## src/rtl/led_matrix_pkg.sv

```systemverilog
`default_nettype none
// +----------------------------------------------------------------------------+
// | Module      : led_matrix_pkg                                               |
// | Description : Shared types and constants for the LED matrix scanner:       |
// |               scan state encoding, default font contents and a width       |
// |               helper usable in constant expressions.                       |
// | Revision    : 1.0 - initial release                                        |
// +----------------------------------------------------------------------------+
package led_matrix_pkg;

    // Scan state: a row is blanked first, then driven.
    typedef enum logic [0:0] {
        ST_BLANK = 1'b0,
        ST_DRIVE = 1'b1
    } state_t;

    localparam int c_font_glyphs = 4;
    localparam int c_font_rows   = 8;

    // Default 4 x 8 font, 8 columns per row. Entry 0 (glyph 0, row 0) sits in
    // the most significant byte, so the list reads top-down per glyph.
    localparam logic [32*8-1:0] c_font_bits = {
        // glyph 0 : 'A'
        8'h18, 8'h24, 8'h42, 8'h42, 8'h7E, 8'h42, 8'h42, 8'h00,
        // glyph 1 : 'B'
        8'h7C, 8'h42, 8'h42, 8'h7C, 8'h42, 8'h42, 8'h7C, 8'h00,
        // glyph 2 : 'X' frame
        8'h81, 8'h42, 8'h24, 8'h18, 8'h18, 8'h24, 8'h42, 8'h81,
        // glyph 3 : nested boxes
        8'hFF, 8'h81, 8'hBD, 8'hA5, 8'hA5, 8'hBD, 8'h81, 8'hFF
    };

    // Ceiling log2, never below 1 so it can size a vector directly.
    function automatic int clog2_min1(input int value);
        int w;
        w = 0;
        while ((1 << w) < value) begin
            w = w + 1;
        end
        return (w < 1) ? 1 : w;
    endfunction

    // Font word for (glyph,row). Outside the built-in 4 x 8 table a simple
    // alternating stripe pattern is returned so larger configurations still
    // show something recognisable. Words are at most 64 columns wide.
    function automatic logic [63:0] font_word(input int glyph, input int row);
        int idx;
        idx = glyph * c_font_rows + row;
        if (glyph < c_font_glyphs && row < c_font_rows) begin
            return {56'd0, c_font_bits[(31 - idx) * 8 +: 8]};
        end
        return (((glyph + row) % 2) == 0) ? 64'hAAAA_AAAA_AAAA_AAAA
                                           : 64'h5555_5555_5555_5555;
    endfunction

endpackage
`default_nettype wire

```

## src/rtl/led_font_rom.sv

```systemverilog
`default_nettype none
// +----------------------------------------------------------------------------+
// | Module      : led_font_rom                                                 |
// | Description : GLYPHS*ROWS x COLS font ROM with a one-cycle registered      |
// |               read. Contents come from led_matrix_pkg::font_word.          |
// |   clk       in   1     clock                                               |
// |   i_rd_en   in   1     capture a new word on this edge                     |
// |   i_glyph   in   GW    glyph index (always < GLYPHS)                       |
// |   i_row_idx in   RW    row within the glyph                                |
// |   o_data    out  COLS  word read on the previous enabled edge              |
// | Revision    : 1.0 - initial release                                        |
// +----------------------------------------------------------------------------+
module led_font_rom
    import led_matrix_pkg::*;
#(
    parameter int GLYPHS = 4,
    parameter int ROWS   = 8,
    parameter int COLS   = 8,
    parameter int GW     = 2,
    parameter int RW     = 3
) (
    input  logic            clk,
    input  logic            i_rd_en,
    input  logic [GW-1:0]   i_glyph,
    input  logic [RW-1:0]   i_row_idx,
    output logic [COLS-1:0] o_data
);

    localparam int c_words = GLYPHS * ROWS;
    localparam int c_aw    = clog2_min1(c_words);

    logic [COLS-1:0] w_rom [c_words];
    logic [c_aw-1:0] w_addr;
    logic [COLS-1:0] r_data;

    for (genvar g = 0; g < GLYPHS; g++) begin : g_glyph
        for (genvar r = 0; r < ROWS; r++) begin : g_row
            localparam logic [63:0] c_word = font_word(g, r);
            assign w_rom[g * ROWS + r] = c_word[COLS-1:0];
        end
    end

    assign w_addr = c_aw'(int'(i_glyph) * ROWS + int'(i_row_idx));

    always_ff @(posedge clk) begin
        if (i_rd_en) begin
            r_data <= w_rom[w_addr];
        end
    end

    assign o_data = r_data;

endmodule
`default_nettype wire

```

## src/rtl/led_matrix_scanner_p.sv

```systemverilog
`default_nettype none
// +----------------------------------------------------------------------------+
// | Module      : led_matrix_scanner_p                                         |
// | Description : Row-scanning driver for a ROWS x COLS LED matrix. Each row   |
// |               is blanked for BLANK cycles then driven for DWELL cycles.    |
// |               Glyph and scroll offset change only at frame boundaries.     |
// |   clk        in   1     system clock                                       |
// |   rst        in   1     synchronous reset, active-high                     |
// |   glyph_sel  in   GW    requested glyph (>= GLYPHS shows a blank frame)    |
// |   scroll_en  in   1     advance scroll offset every SCROLL_FRAMES frames   |
// |   scroll_clr in   1     zero the offset at the next frame boundary         |
// |   col        out  COLS  column data, rotated left by the scroll offset     |
// |   row        out  ROWS  one-hot row enable                                 |
// |   frame_done out  1     pulse on the last drive cycle of row ROWS-1        |
// | Revision    : 1.0 - initial release                                        |
// +----------------------------------------------------------------------------+
module led_matrix_scanner_p
    import led_matrix_pkg::*;
#(
    parameter int ROWS          = 8,
    parameter int COLS          = 8,
    parameter int GLYPHS        = 4,
    parameter int DWELL         = 1350,
    parameter int BLANK         = 2,
    parameter int SCROLL_FRAMES = 32,
    localparam int GW           = clog2_min1(GLYPHS)
) (
    input  logic            clk,
    input  logic            rst,
    input  logic [GW-1:0]   glyph_sel,
    input  logic            scroll_en,
    input  logic            scroll_clr,
    output logic [COLS-1:0] col,
    output logic [ROWS-1:0] row,
    output logic            frame_done
);

    localparam int c_cnt_w = clog2_min1(((DWELL > BLANK) ? DWELL : BLANK) + 1);
    localparam int c_rw    = clog2_min1(ROWS);
    localparam int c_ow    = clog2_min1(COLS);
    localparam int c_fw    = clog2_min1(SCROLL_FRAMES);

    localparam logic [c_cnt_w-1:0] c_blank_last = c_cnt_w'(BLANK - 1);
    localparam logic [c_cnt_w-1:0] c_dwell_last = c_cnt_w'(DWELL - 1);
    localparam logic [c_rw-1:0]    c_row_last   = c_rw'(ROWS - 1);
    localparam logic [c_ow-1:0]    c_off_last   = c_ow'(COLS - 1);
    localparam logic [c_fw-1:0]    c_sf_last    = c_fw'(SCROLL_FRAMES - 1);
    localparam logic [31:0]        c_glyphs_u   = 32'(GLYPHS);
    localparam logic [ROWS-1:0]    c_row_one    = ROWS'(1);

    state_t             r_state, w_state_n;
    logic [c_cnt_w-1:0] r_cnt, w_cnt_n;
    logic [c_rw-1:0]    r_row_idx, w_row_idx_n;
    logic [c_ow-1:0]    r_offset, w_offset_n;
    logic [c_fw-1:0]    r_frame_cnt, w_frame_cnt_n;
    logic [GW-1:0]      r_glyph, w_glyph_n;
    logic               r_blank_frame, w_blank_frame_n;
    logic [COLS-1:0]    r_col;
    logic [ROWS-1:0]    r_row;
    logic               r_frame_done;

    logic               w_boundary;
    logic               w_sel_ok;
    logic               w_rom_rd;
    logic [COLS-1:0]    w_rom_data;
    logic [COLS-1:0]    w_rot;

    // The boundary cycle both latches the new glyph and issues the row-0 ROM
    // read, so the read address uses the glyph being latched, not the old one.
    assign w_boundary = (r_state == ST_BLANK) && (r_cnt == '0) && (r_row_idx == '0);
    assign w_sel_ok   = (32'(glyph_sel) < c_glyphs_u);
    assign w_rom_rd   = (r_state == ST_BLANK) && (r_cnt == '0);

    led_font_rom #(
        .GLYPHS (GLYPHS),
        .ROWS   (ROWS),
        .COLS   (COLS),
        .GW     (GW),
        .RW     (c_rw)
    ) u_rom (
        .clk       (clk),
        .i_rd_en   (w_rom_rd),
        .i_glyph   (w_glyph_n),
        .i_row_idx (r_row_idx),
        .o_data    (w_rom_data)
    );

    // Scan sequencing.
    always_comb begin
        w_state_n   = r_state;
        w_cnt_n     = r_cnt + 1'b1;
        w_row_idx_n = r_row_idx;
        case (r_state)
            ST_BLANK: begin
                if (r_cnt == c_blank_last) begin
                    w_state_n = ST_DRIVE;
                    w_cnt_n   = '0;
                end
            end
            ST_DRIVE: begin
                if (r_cnt == c_dwell_last) begin
                    w_state_n   = ST_BLANK;
                    w_cnt_n     = '0;
                    w_row_idx_n = (r_row_idx == c_row_last) ? '0 : r_row_idx + 1'b1;
                end
            end
            default: begin
                w_state_n = ST_BLANK;
                w_cnt_n   = '0;
            end
        endcase
    end

    // Frame-boundary updates of glyph and scroll state; clear wins over enable.
    always_comb begin
        w_glyph_n       = r_glyph;
        w_blank_frame_n = r_blank_frame;
        w_offset_n      = r_offset;
        w_frame_cnt_n   = r_frame_cnt;
        if (w_boundary) begin
            w_glyph_n       = w_sel_ok ? glyph_sel : '0;
            w_blank_frame_n = !w_sel_ok;
            if (scroll_clr) begin
                w_offset_n    = '0;
                w_frame_cnt_n = '0;
            end else if (scroll_en) begin
                if (r_frame_cnt == c_sf_last) begin
                    w_frame_cnt_n = '0;
                    w_offset_n    = (r_offset == c_off_last) ? '0 : r_offset + 1'b1;
                end else begin
                    w_frame_cnt_n = r_frame_cnt + 1'b1;
                end
            end
        end
    end

    // Rotate left by the offset: bit i moves to (i + offset) mod COLS.
    always_comb begin
        w_rot = '0;
        for (int i = 0; i < COLS; i++) begin
            w_rot[c_ow'((i + int'(r_offset)) % COLS)] = w_rom_data[i];
        end
    end

    // Outputs are registered from next-state values so they line up with the
    // scan state of the same cycle. Column data is captured on entry to DRIVE
    // from the ROM word read during the first BLANK cycle, which needs BLANK
    // of at least 2 for the word to be ready in time.
    always_ff @(posedge clk) begin
        if (rst) begin
            r_state       <= ST_BLANK;
            r_cnt         <= '0;
            r_row_idx     <= '0;
            r_offset      <= '0;
            r_frame_cnt   <= '0;
            r_glyph       <= '0;
            r_blank_frame <= 1'b0;
            r_col         <= '0;
            r_row         <= '0;
            r_frame_done  <= 1'b0;
        end else begin
            r_state       <= w_state_n;
            r_cnt         <= w_cnt_n;
            r_row_idx     <= w_row_idx_n;
            r_offset      <= w_offset_n;
            r_frame_cnt   <= w_frame_cnt_n;
            r_glyph       <= w_glyph_n;
            r_blank_frame <= w_blank_frame_n;
            if (w_state_n == ST_DRIVE) begin
                r_row <= c_row_one << w_row_idx_n;
                if (r_state == ST_BLANK) begin
                    r_col <= r_blank_frame ? '0 : w_rot;
                end
            end else begin
                r_row <= '0;
                r_col <= '0;
            end
            r_frame_done <= (w_state_n == ST_DRIVE) && (w_row_idx_n == c_row_last)
                            && (w_cnt_n == c_dwell_last);
        end
    end

    assign col        = r_col;
    assign row        = r_row;
    assign frame_done = r_frame_done;

endmodule
`default_nettype wire

```

## config.mk

```make
export PLATFORM = sky130hd
export DESIGN_NAME = led_matrix_scanner_p
export DESIGN_NICKNAME = d
export VERILOG_FILES = /design/src/rtl/led_matrix_pkg.sv /design/src/rtl/led_font_rom.sv /design/src/rtl/led_matrix_scanner_p.sv
export SDC_FILE = /design/constraint.sdc
export NUM_CORES = 1
export LEC_CHECK = 0
export ABC_AREA = 1
export CAP_MARGIN = 40
export CORE_MARGIN = 1.5
export CORE_UTILIZATION = 58
export CTS_CLUSTER_SIZE = 30
export DETAILED_ROUTE_END_ITERATION = 6
export GPL_TIMING_DRIVEN = 0
export PLACE_DENSITY = 0.83
export SETUP_SLACK_MARGIN = 0.05
export SLEW_MARGIN = 20
export SYNTH_ARGS = -nofsm -noshare
export SYNTH_HDL_FRONTEND = slang
export SYNTH_SLANG_ARGS = --single-unit
```

## constraint.sdc

```tcl
create_clock -name clk -period 2.4 [get_ports clk]
set_clock_uncertainty 0.05 [all_clocks]
set_input_delay 0.36 -clock clk [delete_from_list [all_inputs] [get_ports clk]]
set_output_delay 0.36 -clock clk [all_outputs]
set_load 0.05 [all_outputs]
```

==> impl_results.md <==
* Die area at 0.00608 mm2
* Register area at 993 um2
* Post-synth EDFFs at 5
* Max_cap viols at 0
* Top layer in use: met4
* Core area at 0.00547 mm2
* CTS Sinks at 47
* Critical Setup Path Class: reg2reg
* Row cnt at 27
* Ys async rst share at 0%
* Worst Hold Path EP: col[1]$_SDFFE_PP0N_
* Mapped Area at 0.00326 mm2
* Syn Area/Cell at 6.39 um2
* Vias/cell at 5.33
* Worst VDD drop at 444 uV
* Synth top area cells: dfxtp_1, nand2_1, nor2_1
* Post-Syn Nets at 538
* Most frequent CP cell: nand2_1
* CP max stage delay at 0.34 ns
* GRT Total Usage at 25.7%
* Post-synth top area cell: dfxtp_1
* Crit end category: register
* Met3 wire length at 363 um
* Worst path arrival time at 2.27 ns
* Worst slew pin tran at 0.511 ns
* Metal2 WL at 3720 um
* # IOs at 23
* Synth Register Bits at 47
* Dominant register cell in the synthesized netlist: dfxtp_1
* Min-delay worst type: reg2reg
* H-tree depth at 2
* Initial core utilization at 59.5%
* Leakage at 1.71 nW
* Yosys Warn Count at 0
* Max_slew headroom at 65.9%
* Sequential area share after synthesis at 30.4%
* Flop-to-flop setup slack at 0.28 ns
* Setup TNS at 0 ns
* Met1 Wirelength at 3120 um
* Clk slew on worst S/H paths at 0.10 ns
* Total number of vias at 3,269
* Die H at 78.0 um
* Total gr overflow at 0
* RSZ-0062 raised after global routing: no
* Worst hold slack at 0.456 ns
* Initial DRC count at 178
* DRC at 0
* Hold Fails Final Rpt at 0
* Utilization after layout at 67.6%
* Die width at 78.0 um
* Hold path depth at 2
* Worst r2r dst: col[2]$_SDFFE_PP0N_
* R2r worst-path depth at 15
* Routed WL at 7410 um
* Vias in the first global route at 3,004
* Number of port buffers at 22
* Tmin final at 2.12 ns
* ANT cells at 0
* DRT Pass-1 Iters at 5
* Multi-input logic area at 0.00195 mm2
* Fraction of layout cells with a size suffix above 1 at 8.69%
* P&R area growth vs syn at 13.6%
* Endpoints failing setup at 0
* Initial antenna violation count at 0
* Largest net degree at the start of global routing at 16
* Worst-path cell chain: buf_6, inv_1, buf_4, ha_1, clkbuf_4, inv_2, nor2_2, nand3_1, nor2_1, o21ai_0, nand2_1, nand2_1, nand2_1, nand2_1, a21oi_1
* Routability cong. at 0.981
* Post-DR wirelength/cell at 12.1 um
* Final ANT Viol Nets at 0
* Max Slew Vio Count at 0
* CTS Buf Count at 5
* Clk buf depth at 2
* Max Clk Rate at 472 MHz
* Slowest cell on crit path: dfxtp_2
* Hpwl dp at 5710 um
* CTS root buf: clkbuf_8
* Req. time, crit path at 2.56 ns
* Synth top area share at 25.8%
* Period utilisation layout at 88.2%
* Startpoint type of the worst setup path: register
* Worst R2R Start: r_offset[0]$_SDFFE_PP0P_
* PD cells at 671 mW/mm2
* Final #Nets at 568
* Later-pin clock latency in the skew report at 0.30 ns
* Cell variety after synth at 36
* Syn Inst Count at 510
* CTS tree: done
* Worst-path fanout max at 11
* Fill count at 509
* Outcome: finished, final reports clean
* First-pass GRT wire length at 12,600 um
* Hold Crit Start: col[1]$_SDFFE_PP0N_
==> worst max-delay path, delay by kind of cell (launching register included) <==
kind,cells,cell delay (ns)
buffers and inverters,5,0.70
and+or+nand+nor,7,0.44
DFF,1,0.34
adders and majority gates,1,0.30
AOI/OAI and AO/OA,2,0.20
==> Yosys cell counts, types with 2 or more instances <==
master and count:
o211ai_1 3, a31oi_1 2, buf_4 2, nor2_2 5, nand4_1 7, buf_2 4
ha_1 22, o21ai_0 25, edfxtp_1 5, nor2_8 2, inv_4 2, xor2_1 3
nand2_2 5, inv_2 5, o21ai_2 2, clkinv_1 2, nand3_2 2, nand2_1 135
nand3_1 29, clkbuf_1 3, nor3_1 14, o21ai_1 12, nor2_1 80, a21oi_1 27
dfxtp_1 42, inv_1 60
==> layout by cell type, fill, tap and decap left out, types with 3 or more instances in the layout <==
master           instances
ha_1                    22
nand2_1                135
nand2_2                  5
clkbuf_1                 3
dfxtp_1                 40
xor2_1                   3
clkbuf_8                 5
a21oi_1                 27
nand4_1                  7
edfxtp_1                 5
o211ai_1                 3
nand3_1                 29
o21ai_0                 25
nor2_2                   6
nor2_1                  79
o21ai_1                 12
inv_2                    6
clkdlybuf4s50_1         22
inv_1                   59
nor3_1                  14
==> routing by layer <==
| layer | up-vias | track usage, % |
|---|---|---|
| li1 | 1681 | - |
| met1 | 1448 | 29.9 |
| met2 | 117 | 46.6 |
| met3 | 23 | 4.24 |
| met4 | 0 | 9.82 |
| met5 | - | 0 |
==> stage by stage <==
stage / std cells / worst slack, ns / instance area, um2 / total power [mW]
after floorplan: 510 / 0.460 / 3260 / 1.68
after global placement: 604 / 0.186 / 3570 / 1.90
after detailed placement: 605 / 0.159 / 3580 / 1.93
after CTS: 613 / 0.135 / 3690 / 2.48
after global routing: 613 / 0.0662 / 3700 / 2.66
final: 613 / 0.283 / 3700 / 2.48
==> cell type report <==
type                    count  area share [%]
multi-input cells         384            52.6
well taps                  72            2.43
flip-flops and latches     47            26.8
inverters                  69            7.13
clock inverters             2           0.372
plain buffers              10            1.79
repair buffers             23            6.25
clock buffers               6            2.54
==> cells by family (layout without fill, tap and decap cells) <==
| group | count (synthesis) | in the layout | share of synthesized area [%] |
|---|---|---|---|
| flip-flops | 47 | 47 | 30.4 |
| XOR/XNOR | 3 | 3 | 0.807 |
| adder cells (fa/ha/maj) | 22 | 22 | 8.45 |
| buffers and inverters | 79 | 110 | 9.87 |
| AND/OR/NAND/NOR | 287 | 287 | 38.8 |
| AO/OA/AOI/OAI | 72 | 72 | 11.7 |
==> worst max path at each step <==
stage / startpoint / cells past startpoint / end / slack (ns)
finish: r_offset[0]$_SDFFE_PP0P_ / 15 / col[2]$_SDFFE_PP0N_ / 0.28
detailed placement: r_offset[0]$_SDFFE_PP0P_ / 15 / col[2]$_SDFFE_PP0N_ / 0.16
global placement: r_offset[0]$_SDFFE_PP0P_ / 15 / col[2]$_SDFFE_PP0N_ / 0.19
global route: r_offset[0]$_SDFFE_PP0P_ / 15 / col[2]$_SDFFE_PP0N_ / 0.07
CTS: r_offset[0]$_SDFFE_PP0P_ / 15 / col[2]$_SDFFE_PP0N_ / 0.14
floorplan: r_offset[0]$_SDFFE_PP0P_ / 15 / col[2]$_SDFFE_PP0N_ / 0.46
==> state kept, by name, summed over array words and instances, names as in the netlist <==
register	cells
u_rom.o_data	5
col	8
r_cnt	11
r_offset	3
row	8
frame_done	1
r_state	1
r_row_idx	3
r_frame_cnt	5
r_glyph	2
==> power by group <==
| part | switching [mW] | total (mW) | internal (mW) |
|---|---|---|---|
| Sequential | 0.0776 | 0.982 | 0.904 |
| Combinational | 0.649 | 0.956 | 0.306 |
| Clock | 0.279 | 0.547 | 0.269 |
| Total | 1.01 | 2.48 | 1.48 |
==> timing repair <==
| item | 4_1_cts | 5_1_grt |
|---|---|---|
| gates resized for setup | 0 | 8 |
| buffers inserted | 0 | 0 |
| setup endpoints to repair | 0 | 6 |
| hold buffers | 0 | 0 |
No activity file was read; power rests on OpenSTA's default activity.
